`src/rtl/adc_spi_if.sv`:
```
// ---------------------------------------------------------------------------
// adc_spi_if
// Signal bundle between the ADC serial capture front-end and its surroundings
// (acquisition controller on one side, the ADC's SPI/convert pins on the
// other).
//
//   adc_trig  controller -> front-end   one-cycle conversion request
//   adc_done  front-end  -> controller  one-cycle "samples valid" pulse
//   adc_a     front-end  -> controller  channel A sample, two's complement
//   adc_b     front-end  -> controller  channel B sample, two's complement
//   busy      front-end  -> controller  conversion in progress
//   ad_conv   front-end  -> ADC         conversion start strobe
//   spi_sck   front-end  -> ADC         serial clock, idles low
//   spi_miso  ADC        -> front-end   serial data
//
// modport slave  : the capture front-end (adc_spi)
// modport master : everything around it (controller plus ADC pins)
// ---------------------------------------------------------------------------
interface adc_spi_if;
    logic               adc_trig;
    logic               adc_done;
    logic signed [13:0] adc_a;
    logic signed [13:0] adc_b;
    logic               busy;
    logic               ad_conv;
    logic               spi_sck;
    logic               spi_miso;

    modport slave (
        input  adc_trig, spi_miso,
        output adc_done, adc_a, adc_b, busy, ad_conv, spi_sck
    );

    modport master (
        output adc_trig, spi_miso,
        input  adc_done, adc_a, adc_b, busy, ad_conv, spi_sck
    );
endinterface

```
`src/rtl/adc_spi.sv`:
```
// ---------------------------------------------------------------------------
// adc_spi
// Serial capture front-end for the dual-channel 14-bit ADC. On a trigger it
// pulses the conversion strobe for one SCK period, clocks out a 34-bit frame
// (MSB first) and deserialises channel A (frame bits 2..15) and channel B
// (frame bits 18..31). The parallel samples are published, together with a
// one-cycle adc_done, only once the whole frame has been received.
//
// Ports
//   CLK50MHZ  system clock
//   RST       asynchronous, active-low reset
//   bus       adc_spi_if.slave (trigger/done/samples/busy, ad_conv/SCK/MISO)
//
// Parameters
//   DIV    SCK half-period in CLK50MHZ cycles (>= 1)
//   FRAME  SCK cycles per conversion frame
// ---------------------------------------------------------------------------
module adc_spi #(
    parameter int DIV   = 2,
    parameter int FRAME = 34
) (
    input  logic     CLK50MHZ,
    input  logic     RST,
    adc_spi_if.slave bus
);
    localparam int               DIV_W     = $clog2(DIV) + 1;
    localparam logic [DIV_W-1:0] HALF_LAST = DIV_W'(DIV - 1);
    localparam logic [DIV_W-1:0] CONV_LAST = DIV_W'(2 * DIV - 1);
    localparam logic [5:0]       BIT_END   = 6'(FRAME);
    localparam logic [5:0]       A_FIRST   = 6'd2;
    localparam logic [5:0]       A_LAST    = 6'd15;
    localparam logic [5:0]       B_FIRST   = 6'd18;
    localparam logic [5:0]       B_LAST    = 6'd31;

    typedef enum logic [1:0] {IDLE, CONV, SHIFT, DONE} state_t;

    state_t             state;
    state_t             state_nxt;
    logic [DIV_W-1:0]   div_cnt;
    logic [5:0]         bit_cnt;
    logic               sck;
    logic [13:0]        sh_a;
    logic [13:0]        sh_b;
    logic signed [13:0] a_q;
    logic signed [13:0] b_q;
    logic               half_end;
    logic               conv_end;
    logic               frame_end;
    logic               sck_rise;

    assign half_end  = (div_cnt == HALF_LAST);
    assign conv_end  = (div_cnt == CONV_LAST);
    // bit_cnt counts completed SCK periods; reaching FRAME leaves one
    // trailing low-SCK cycle before DONE
    assign frame_end = (bit_cnt == BIT_END);
    // edge on which SCK goes 0->1; bit_cnt then equals the frame bit index k
    assign sck_rise  = (state == SHIFT) && !frame_end && half_end && !sck;

    assign bus.spi_sck = sck;
    assign bus.adc_a   = a_q;
    assign bus.adc_b   = b_q;

    always_ff @(posedge CLK50MHZ or negedge RST) begin
        if (!RST) begin
            state <= IDLE;
        end else begin
            state <= state_nxt;
        end
    end

    always_comb begin
        state_nxt    = state;
        bus.ad_conv  = 1'b0;
        bus.adc_done = 1'b0;
        bus.busy     = (state != IDLE);
        case (state)
            IDLE: begin
                if (bus.adc_trig) begin
                    state_nxt = CONV;
                end
            end
            CONV: begin
                bus.ad_conv = 1'b1;
                if (conv_end) begin
                    state_nxt = SHIFT;
                end
            end
            SHIFT: begin
                if (frame_end) begin
                    state_nxt = DONE;
                end
            end
            DONE: begin
                bus.adc_done = 1'b1;
                state_nxt    = IDLE;
            end
            default: begin
                state_nxt = IDLE;
            end
        endcase
    end

    // SCK divider, bit counter and published samples
    always_ff @(posedge CLK50MHZ or negedge RST) begin
        if (!RST) begin
            div_cnt <= '0;
            bit_cnt <= '0;
            sck     <= 1'b0;
            a_q     <= '0;
            b_q     <= '0;
        end else begin
            case (state)
                CONV: begin
                    div_cnt <= conv_end ? '0 : div_cnt + 1'b1;
                end
                SHIFT: begin
                    if (frame_end) begin
                        div_cnt <= '0;
                        bit_cnt <= '0;
                        a_q     <= sh_a;
                        b_q     <= sh_b;
                    end else if (half_end) begin
                        div_cnt <= '0;
                        sck     <= ~sck;
                        if (sck) begin
                            bit_cnt <= bit_cnt + 1'b1;
                        end
                    end else begin
                        div_cnt <= div_cnt + 1'b1;
                    end
                end
                default: begin
                    div_cnt <= '0;
                    bit_cnt <= '0;
                    sck     <= 1'b0;
                end
            endcase
        end
    end

    // Deserialisers: only the bit windows belonging to each channel shift in
    always_ff @(posedge CLK50MHZ) begin
        if (sck_rise && (bit_cnt >= A_FIRST) && (bit_cnt <= A_LAST)) begin
            sh_a <= {sh_a[12:0], bus.spi_miso};
        end
        if (sck_rise && (bit_cnt >= B_FIRST) && (bit_cnt <= B_LAST)) begin
            sh_b <= {sh_b[12:0], bus.spi_miso};
        end
    end
endmodule
```
`src/flat_wrapper.sv`:
```
// flat-port wrapper written by rule: the top's interface ports become plain ports
module adc_spi_flat 
#(
    parameter int DIV   = 2,
    parameter int FRAME = 34
)
  (CLK50MHZ, RST, bus_adc_trig, bus_spi_miso, bus_adc_done, bus_adc_a, bus_adc_b, bus_busy, bus_ad_conv, bus_spi_sck);
  adc_spi_if bus_i ();
  input  logic CLK50MHZ;
  input  logic RST;
  input wire logic [$bits(bus_i.adc_trig)-1:0] bus_adc_trig;
  input wire logic [$bits(bus_i.spi_miso)-1:0] bus_spi_miso;
  output wire logic [$bits(bus_i.adc_done)-1:0] bus_adc_done;
  output wire logic [$bits(bus_i.adc_a)-1:0] bus_adc_a;
  output wire logic [$bits(bus_i.adc_b)-1:0] bus_adc_b;
  output wire logic [$bits(bus_i.busy)-1:0] bus_busy;
  output wire logic [$bits(bus_i.ad_conv)-1:0] bus_ad_conv;
  output wire logic [$bits(bus_i.spi_sck)-1:0] bus_spi_sck;
  assign bus_i.adc_trig = bus_adc_trig;
  assign bus_i.spi_miso = bus_spi_miso;
  assign bus_adc_done = bus_i.adc_done;
  assign bus_adc_a = bus_i.adc_a;
  assign bus_adc_b = bus_i.adc_b;
  assign bus_busy = bus_i.busy;
  assign bus_ad_conv = bus_i.ad_conv;
  assign bus_spi_sck = bus_i.spi_sck;
  adc_spi #(.DIV(DIV), .FRAME(FRAME)) u_core (.CLK50MHZ(CLK50MHZ), .RST(RST), .bus(bus_i));
endmodule
```
`config.mk`:
```
export PLATFORM = sky130hd
export DESIGN_NAME = adc_spi_flat
export DESIGN_NICKNAME = d
export VERILOG_FILES = /design/src/rtl/adc_spi_if.sv /design/src/rtl/adc_spi.sv /design/src/flat_wrapper.sv
export SDC_FILE = /design/constraint.sdc
export NUM_CORES = 1
export LEC_CHECK = 0
export ABC_CLOCK_PERIOD_IN_PS = 4100
export CORE_MARGIN = 2
export CORE_UTILIZATION = 35
export CTS_CLUSTER_SIZE = 28
export DETAILED_ROUTE_END_ITERATION = 8
export PLACE_DENSITY = 0.52
export SKIP_CTS_REPAIR_TIMING = 1
export SYNTH_ARGS = -nofsm -noshare
export SYNTH_HDL_FRONTEND = slang
export SYNTH_SLANG_ARGS = --single-unit
```
`constraint.sdc`:
```
create_clock -name CLK50MHZ -period 4.1 [get_ports CLK50MHZ]
set_input_delay 0.82 -clock CLK50MHZ [delete_from_list [all_inputs] [get_ports CLK50MHZ]]
set_output_delay 0.82 -clock CLK50MHZ [all_outputs]
set_load 0.005 [all_outputs]
```
==> impl_metrics.py, run 1 <==
metrics = {
    "synthesis": {
        "cell_types_occupying_the_most_area_after_synthesis": "sky130_fd_sc_hd__dfrtp_1 36%, sky130_fd_sc_hd__edfxtp_1 31%, sky130_fd_sc_hd__mux2_2 8.0%",
        "synth-seq-area-share": 0.677,
        "synth_async_sr_flop_share": 0.582,
        "synth.lib_cells_used.distinct": 34,
        "syn-mean-instance-area_um2": 15.6,
        "netlist.top_cell.by_area": "sky130_fd_sc_hd__dfrtp_1",
        "syn_inst": 172,
        "synth.cell_area_um2": 2690,
        "synth-seq-cells": 67,
        "synth_top_area_frac": 0.363,
        "syn_nets": 186,
        "yosysWarnings": 0,
        "edff_count_synth": 28,
        "yosys-top-cells-count": "39 x sky130_fd_sc_hd__dfrtp_1, 28 x sky130_fd_sc_hd__edfxtp_1, 19 x sky130_fd_sc_hd__mux2_2",
        "synthMostInstantiatedCell": "sky130_fd_sc_hd__dfrtp_1",
        "dominantRegCellSynth": "sky130_fd_sc_hd__dfrtp_1",
    },
    "hold_path": {
        "hold_class": "flip-flop to flip-flop",
    },
    "floorplan": {
        "die_w_um": 91.6,
        "top_ports": 36,
        "core-area_um2": 7330,
        "die_area_um2": 8390,
        "initial_core_util": 0.366,
        "row_count": 31,
        "die_h_um": 91.6,
    },
    "detailed_routing": {
        "wl_per_cell_um": 14.4,
        "drtPass1Iterations": 4,
        "detailroute.via_count": 1499,
        "drtAntennaViolNets": 0,
        "drt_iter0_markers": 65,
        "detail_route.drc_violations": 0,
        "drt_wl_total_mm": 4.55,
        "post_drt_via_cell_ratio": 4.74,
    },
    "outcome": {
        "status": "completed",
    },
    "sta": {
        "setup_repair_after_global_routing_missed_its_margin": "no",
        "timing.final.crit_period_ps": 2800,
        "min_period_over_period": 0.683,
        "max_freq_mhz": 357,
        "setup_violations": 0,
        "fin_skew_ps": 8.44,
        "layout_setup_ws_ps": 1300,
        "slew_of_the_pin_with_the_lowest_slew_margin_ps": 1110,
        "final-max-slew-violation-count": 0,
        "fin_hold_ws_ps": 449,
        "hold_violations": 0,
        "worst_slew_margin_rel": 0.256,
        "setup_tns_ps": 0,
    },
    "pwr": {
        "static-leakage-power_nw": 1.41,
        "powerDensity_nw_per_um2": 492,
        "irDropWorstVdd_mv": 0.282,
        "total_power_w": 0.00164,
    },
    "cells_and_area": {
        "n_fill_cell": 644,
        "areaGrowthSynthToFinish_pct": 24.5,
        "ff_latch_area_um2": 1820,
        "layout-drive-gt1-share": 0.207,
        "finalNetCount": 226,
        "multi_input_area_um2": 783,
        "ant_diodes": 0,
    },
    "clocking": {
        "clock_tree_from_tritoncts": "done",
        "cts-buffers-inserted": 9,
        "cts-root-buf": "sky130_fd_sc_hd__clkbuf_8",
        "htree_num_levels": 3,
        "path_clk_slew_ps": 70,
        "clock_sink_count": 67,
        "clock_insertion_delay_at_the_later_pin_of_the_skew_report_ps": 320,
        "ctsLongestPathBuffers": 2,
    },
    "grt": {
        "grt_pass1_vias": 1575,
        "maximum_number_of_pins_on_one_net_before_global_route_repair": 40,
        "wire_length_of_the_first_global_routing_pass_mm": 7.68,
        "overflow": 0,
        "number_of_antenna_violations_at_the_first_check_in_global_routing": 0,
        "grt_use_total": 0.118,
    },
    "placed_design": {
        "weighted_congestion_at_the_end_of_routability_driven_global_placement": 0.736,
        "port_buffers": 35,
        "dpl_worst_slack_ps": 1450,
        "hpwl_after_detailed_placement_mm": 2.97,
    },
    "run": {
        "max_cap_viol_count": 0,
    },
    "setup_path": {
        "endpoint_kind": "output port",
        "criticalPathCategory": "flip-flop to output port",
        "critPathRequiredTime_ps": 3280,
        "arrival_time_at_the_worst_endpoint_ps": 1980,
        "start_kind": "flip-flop",
        "maximum_fanout_encountered_on_the_critical_timing_path": 16,
        "reg2reg_slack_ps": 1540,
    },
}
==> state kept, by name, indices dropped and copies added (netlist names) <==
register	cells
u_core.bit_cnt	6
u_core.bus.adc_a	14
u_core.bus.adc_b	14
u_core.bus.spi_sck	1
u_core.div_cnt	2
u_core.sh_a	14
u_core.sh_b	14
u_core.state	2
==> worst max-delay path: stages (launching register included) <==
cell and delay, ps:
sky130_fd_sc_hd__dfrtp_1 420, sky130_fd_sc_hd__inv_1 120, sky130_fd_sc_hd__ha_1 520, sky130_fd_sc_hd__clkdlybuf4s50_1 610
==> cells in the final DEF, fill, tap and decap left out, drive strengths merged, types with 2 or more instances in the layout <==
cell	n
a21oi	7
clkbuf	11
ha	10
dfrtp	39
nand2b	2
buf	2
or4	4
nor2b	2
o21ai	7
edfxtp	28
inv	9
nand2	8
nand4	2
nor3	2
nor4	2
nor2	3
clkdlybuf4s50	34
mux2	29
bufinv	3
==> cell families (layout without fill, tap and decap cells) <==
| kind of cell | count (synthesis) | count (layout) | share of synthesized area |
|---|---|---|---|
| AOI/OAI and AO/OA | 20 | 20 | 0.0452 |
| adders and majority gates | 10 | 10 | 0.0466 |
| buffers and inverters | 16 | 61 | 0.0335 |
| DFF | 67 | 67 | 0.677 |
| muxes | 30 | 30 | 0.138 |
| and+or+nand+nor | 29 | 29 | 0.0601 |
==> worst paths after layout <==
kind,from,end,cells after the start
max,u_core.state[1],bus_ad_conv,3
min,u_core.sh_a[0],u_core.sh_a[1],0
max reg2reg,u_core.state[0],u_core.sh_b[13],5
min reg2reg,u_core.sh_a[0],u_core.sh_a[1],0
max in group asynchronous,RST,u_core.div_cnt[1],1
min in group asynchronous,RST,u_core.bus.adc_a[13],1
==> power breakdown <==
| part | switching (W) | internal (W) | leakage [nW] | total (W) |
|---|---|---|---|---|
| sequential | 0.0000258 | 0.000718 | 0.790 | 0.000744 |
| clock | 0.000239 | 0.000403 | 0.111 | 0.000642 |
| combinational | 0.000144 | 0.000115 | 0.514 | 0.000259 |
| total | 0.000409 | 0.00124 | 1.41 | 0.00164 |
==> per-layer routing <==
layer  part of all wire  track usage  wire length (µm)
met4             0.0051       0.0455                23
met2               0.48        0.184              2200
met1               0.47        0.149              2160
met5                  0            0                 0
met3              0.035       0.0432               161
==> area by class of cell <==
cell class | count | share of cell area
Timing Repair Buffer | 36 | 0.106
Tap cell | 99 | 0.0371
Clock buffer | 11 | 0.0393
Clock inverter | 5 | 0.0303
Multi-Input combinational cell | 89 | 0.234
Inverter | 9 | 0.0101
Sequential cell | 67 | 0.543
==> stage by stage <==
| step | instance area (µm²) | cells | util |
|---|---|---|---|
| final | 3340 | 316 | 0.456 |
| after global routing | 3340 | 316 | 0.456 |
| after CTS | 3340 | 316 | 0.456 |
| after detailed placement | 3110 | 300 | 0.424 |
| after global placement | 3110 | 300 | 0.424 |
| after floorplan | 2690 | 172 | - |
Note: power is estimated with default switching activity, not from simulation.
==> run 2, diff against run 1 <==
ABC_CLOCK_PERIOD_IN_PS = 2650   (was 4100)
clock period = 2.65 ns   (was 4.1 ns; I/O delays follow)
==> run 2 against run 1 <==
Effect of this change: first-iteration DRC count decreased by 23%; via count down 0.27%; global-route usage rose by 0.49 points; count of clock-buffer cells in the layout down 1; combinational power grew 58%; flip-flop and latch count unchanged; design area is essentially flat; hold slack lost 110 ps; clock skew up 1.1 ps; critical path depth stayed put; cell count up 0.95%; sequential share of layout area about the same.
==> impl_metrics.py, run 2 (synthesis gave the netlist of run 1 again) <==
metrics = {
    "outcome": {
        "status": "completed",
    },
    "pwr": {
        "switching_power_w": 0.000629,
        "p_seq_frac": 0.470,
        "irDropWorstVdd_mv": 0.446,
        "power_frac_comb": 0.167,
        "switching_share": 0.257,
        "p_int_w": 0.00182,
        "clock_network_power_share": 0.363,
        "powerDensity_nw_per_um2": 733,
        "static-leakage-power_nw": 1.42,
    },
    "floorplan": {
        "die_w_um": 91.6,
        "row_count": 31,
        "core-area_um2": 7330,
        "die_area_um2": 8390,
        "initial_core_util": 0.366,
        "top_ports": 36,
        "die_h_um": 91.6,
    },
    "sta": {
        "setup_tns_ps": 0,
        "timing.final.crit_period_ps": 2480,
        "slew_of_the_pin_with_the_lowest_slew_margin_ps": 921,
        "fin_skew_ps": 9.51,
        "layout_setup_ws_ps": 167,
        "hold_violations": 0,
        "setup_repair_after_global_routing_missed_its_margin": "no",
        "setup_violations": 0,
        "min_period_over_period": 0.937,
        "worst_slew_margin_rel": 0.386,
        "final-max-slew-violation-count": 0,
        "max_freq_mhz": 403,
    },
    "cells_and_area": {
        "areaGrowthSynthToFinish_pct": 24.4,
        "layout.cells.most_common": "sky130_fd_sc_hd__dfrtp_1",
        "layout_common_cells": "39 x sky130_fd_sc_hd__dfrtp_1, 34 x sky130_fd_sc_hd__clkdlybuf4s50_1, 28 x sky130_fd_sc_hd__edfxtp_1, 19 x sky130_fd_sc_hd__mux2_2, 10 x sky130_fd_sc_hd__ha_1",
        "final_util": 0.456,
        "finalNetCount": 229,
        "layout-drive-gt1-share": 0.218,
        "ant_diodes": 0,
        "n_fill_cell": 639,
    },
    "detailed_routing": {
        "drt_iter0_markers": 50,
        "drtAntennaViolNets": 0,
        "post_drt_via_cell_ratio": 4.69,
        "drt_wl_total_mm": 4.67,
        "detail_route.drc_violations": 0,
        "detailroute.via_count": 1495,
        "wl_per_cell_um": 14.6,
        "drtPass1Iterations": 4,
    },
    "grt": {
        "grt_pass1_vias": 1582,
        "grt_use_total": 0.123,
        "maximum_number_of_pins_on_one_net_before_global_route_repair": 40,
        "number_of_antenna_violations_at_the_first_check_in_global_routing": 0,
        "overflow": 0,
        "wire_length_of_the_first_global_routing_pass_mm": 8.02,
    },
    "setup_path": {
        "critPathRequiredTime_ps": 2120,
        "arrival_time_at_the_worst_endpoint_ps": 1950,
        "endpoint_kind": "output port",
        "criticalPathCategory": "flip-flop to output port",
        "start_kind": "flip-flop",
        "maximum_fanout_encountered_on_the_critical_timing_path": 16,
    },
    "clocking": {
        "clock_insertion_delay_at_the_later_pin_of_the_skew_report_ps": 320,
        "ctsLongestPathBuffers": 2,
        "htree_num_levels": 3,
        "clock_tree_from_tritoncts": "done",
        "clock_sink_count": 67,
        "cts-root-buf": "sky130_fd_sc_hd__clkbuf_8",
        "cts-buffers-inserted": 9,
        "path_clk_slew_ps": 70,
    },
    "placed_design": {
        "dpl_worst_slack_ps": 517,
        "hpwl_after_detailed_placement_mm": 2.98,
        "weighted_congestion_at_the_end_of_routability_driven_global_placement": 0.777,
        "port_buffers": 35,
    },
    "run": {
        "max_cap_viol_count": 0,
    },
    "hold_path": {
        "hold_class": "input port to async pin",
    },
}
## run 2: cell types whose count changed in the layout (fill, tap and decap cells not counted)
cell,change
sky130_fd_sc_hd__buf_4,+3
sky130_fd_sc_hd__bufinv_16,-1
sky130_fd_sc_hd__clkbuf_1,-1
sky130_fd_sc_hd__clkinv_1,+1
sky130_fd_sc_hd__clkinv_2,+1
## run 2: worst paths after layout
| kind | cells after the start | to | slack (ps) | startpoint |
|---|---|---|---|---|
| hold reg to reg | 0 | u_core.sh_b[13] | 440 | u_core.sh_b[12] |
| setup reg to reg | 6 | u_core.sh_b[13] | 700 | u_core.state[0] |
| hold / removal | 1 | u_core.bus.adc_a[11] | 340 | RST |
| max in group asynchronous | 1 | u_core.bus.adc_a[5] | 1730 | RST |
| min in group CLK50MHZ | 0 | u_core.sh_b[13] | 440 | u_core.sh_b[12] |
| setup / recovery | 3 | bus_ad_conv | 170 | u_core.state[1] |
## run 2: power by group through the flow
stage / clock network (W) / registers (W) / logic (W)
finish: 0.000890 / 0.00115 / 0.000408
global route: 0.000972 / 0.00116 / 0.000461
CTS: 0.000913 / 0.00115 / 0.000409
detailed placement: 0 / 0.00117 / 0.000405
global placement: 0 / 0.00117 / 0.000393
floorplan: 0 / 0.00116 / 0.000254
## run 2: cell type report
class                      instances  area, µm²  area share
sequential                        67       1820       0.544
multi-input combinational         89        783       0.234
timing repair buffer              39        375       0.112
clock buffer                      10        128      0.0382
tap                               99        124      0.0371
clock inverter                     6       80.1      0.0240
inverter                           9       33.8      0.0101
## run 2: worst max-delay path: stages, from the launching register on
cell                              delay [ps]
sky130_fd_sc_hd__dfrtp_1                 420
sky130_fd_sc_hd__inv_1                   120
sky130_fd_sc_hd__ha_1                    490
sky130_fd_sc_hd__clkdlybuf4s50_1         610
## run 2: layer usage
metal,GRT usage,part of all wire,up-vias
met5,0,0,-
met4,0.0442,0.0039,0
met3,0.0498,0.036,2
met2,0.185,0.47,33
met1,0.159,0.49,753
li1,-,-,707
## run 2: stage by stage
step,hold slack (ps),cell area [µm²],total power (W),std cells
floorplan,234,2690,0.00141,172
global placement,429,3130,0.00156,303
detailed placement,431,3130,0.00158,303
CTS,359,3340,0.00247,319
global route,406,3340,0.00259,319
finish,340,3340,0.00245,319
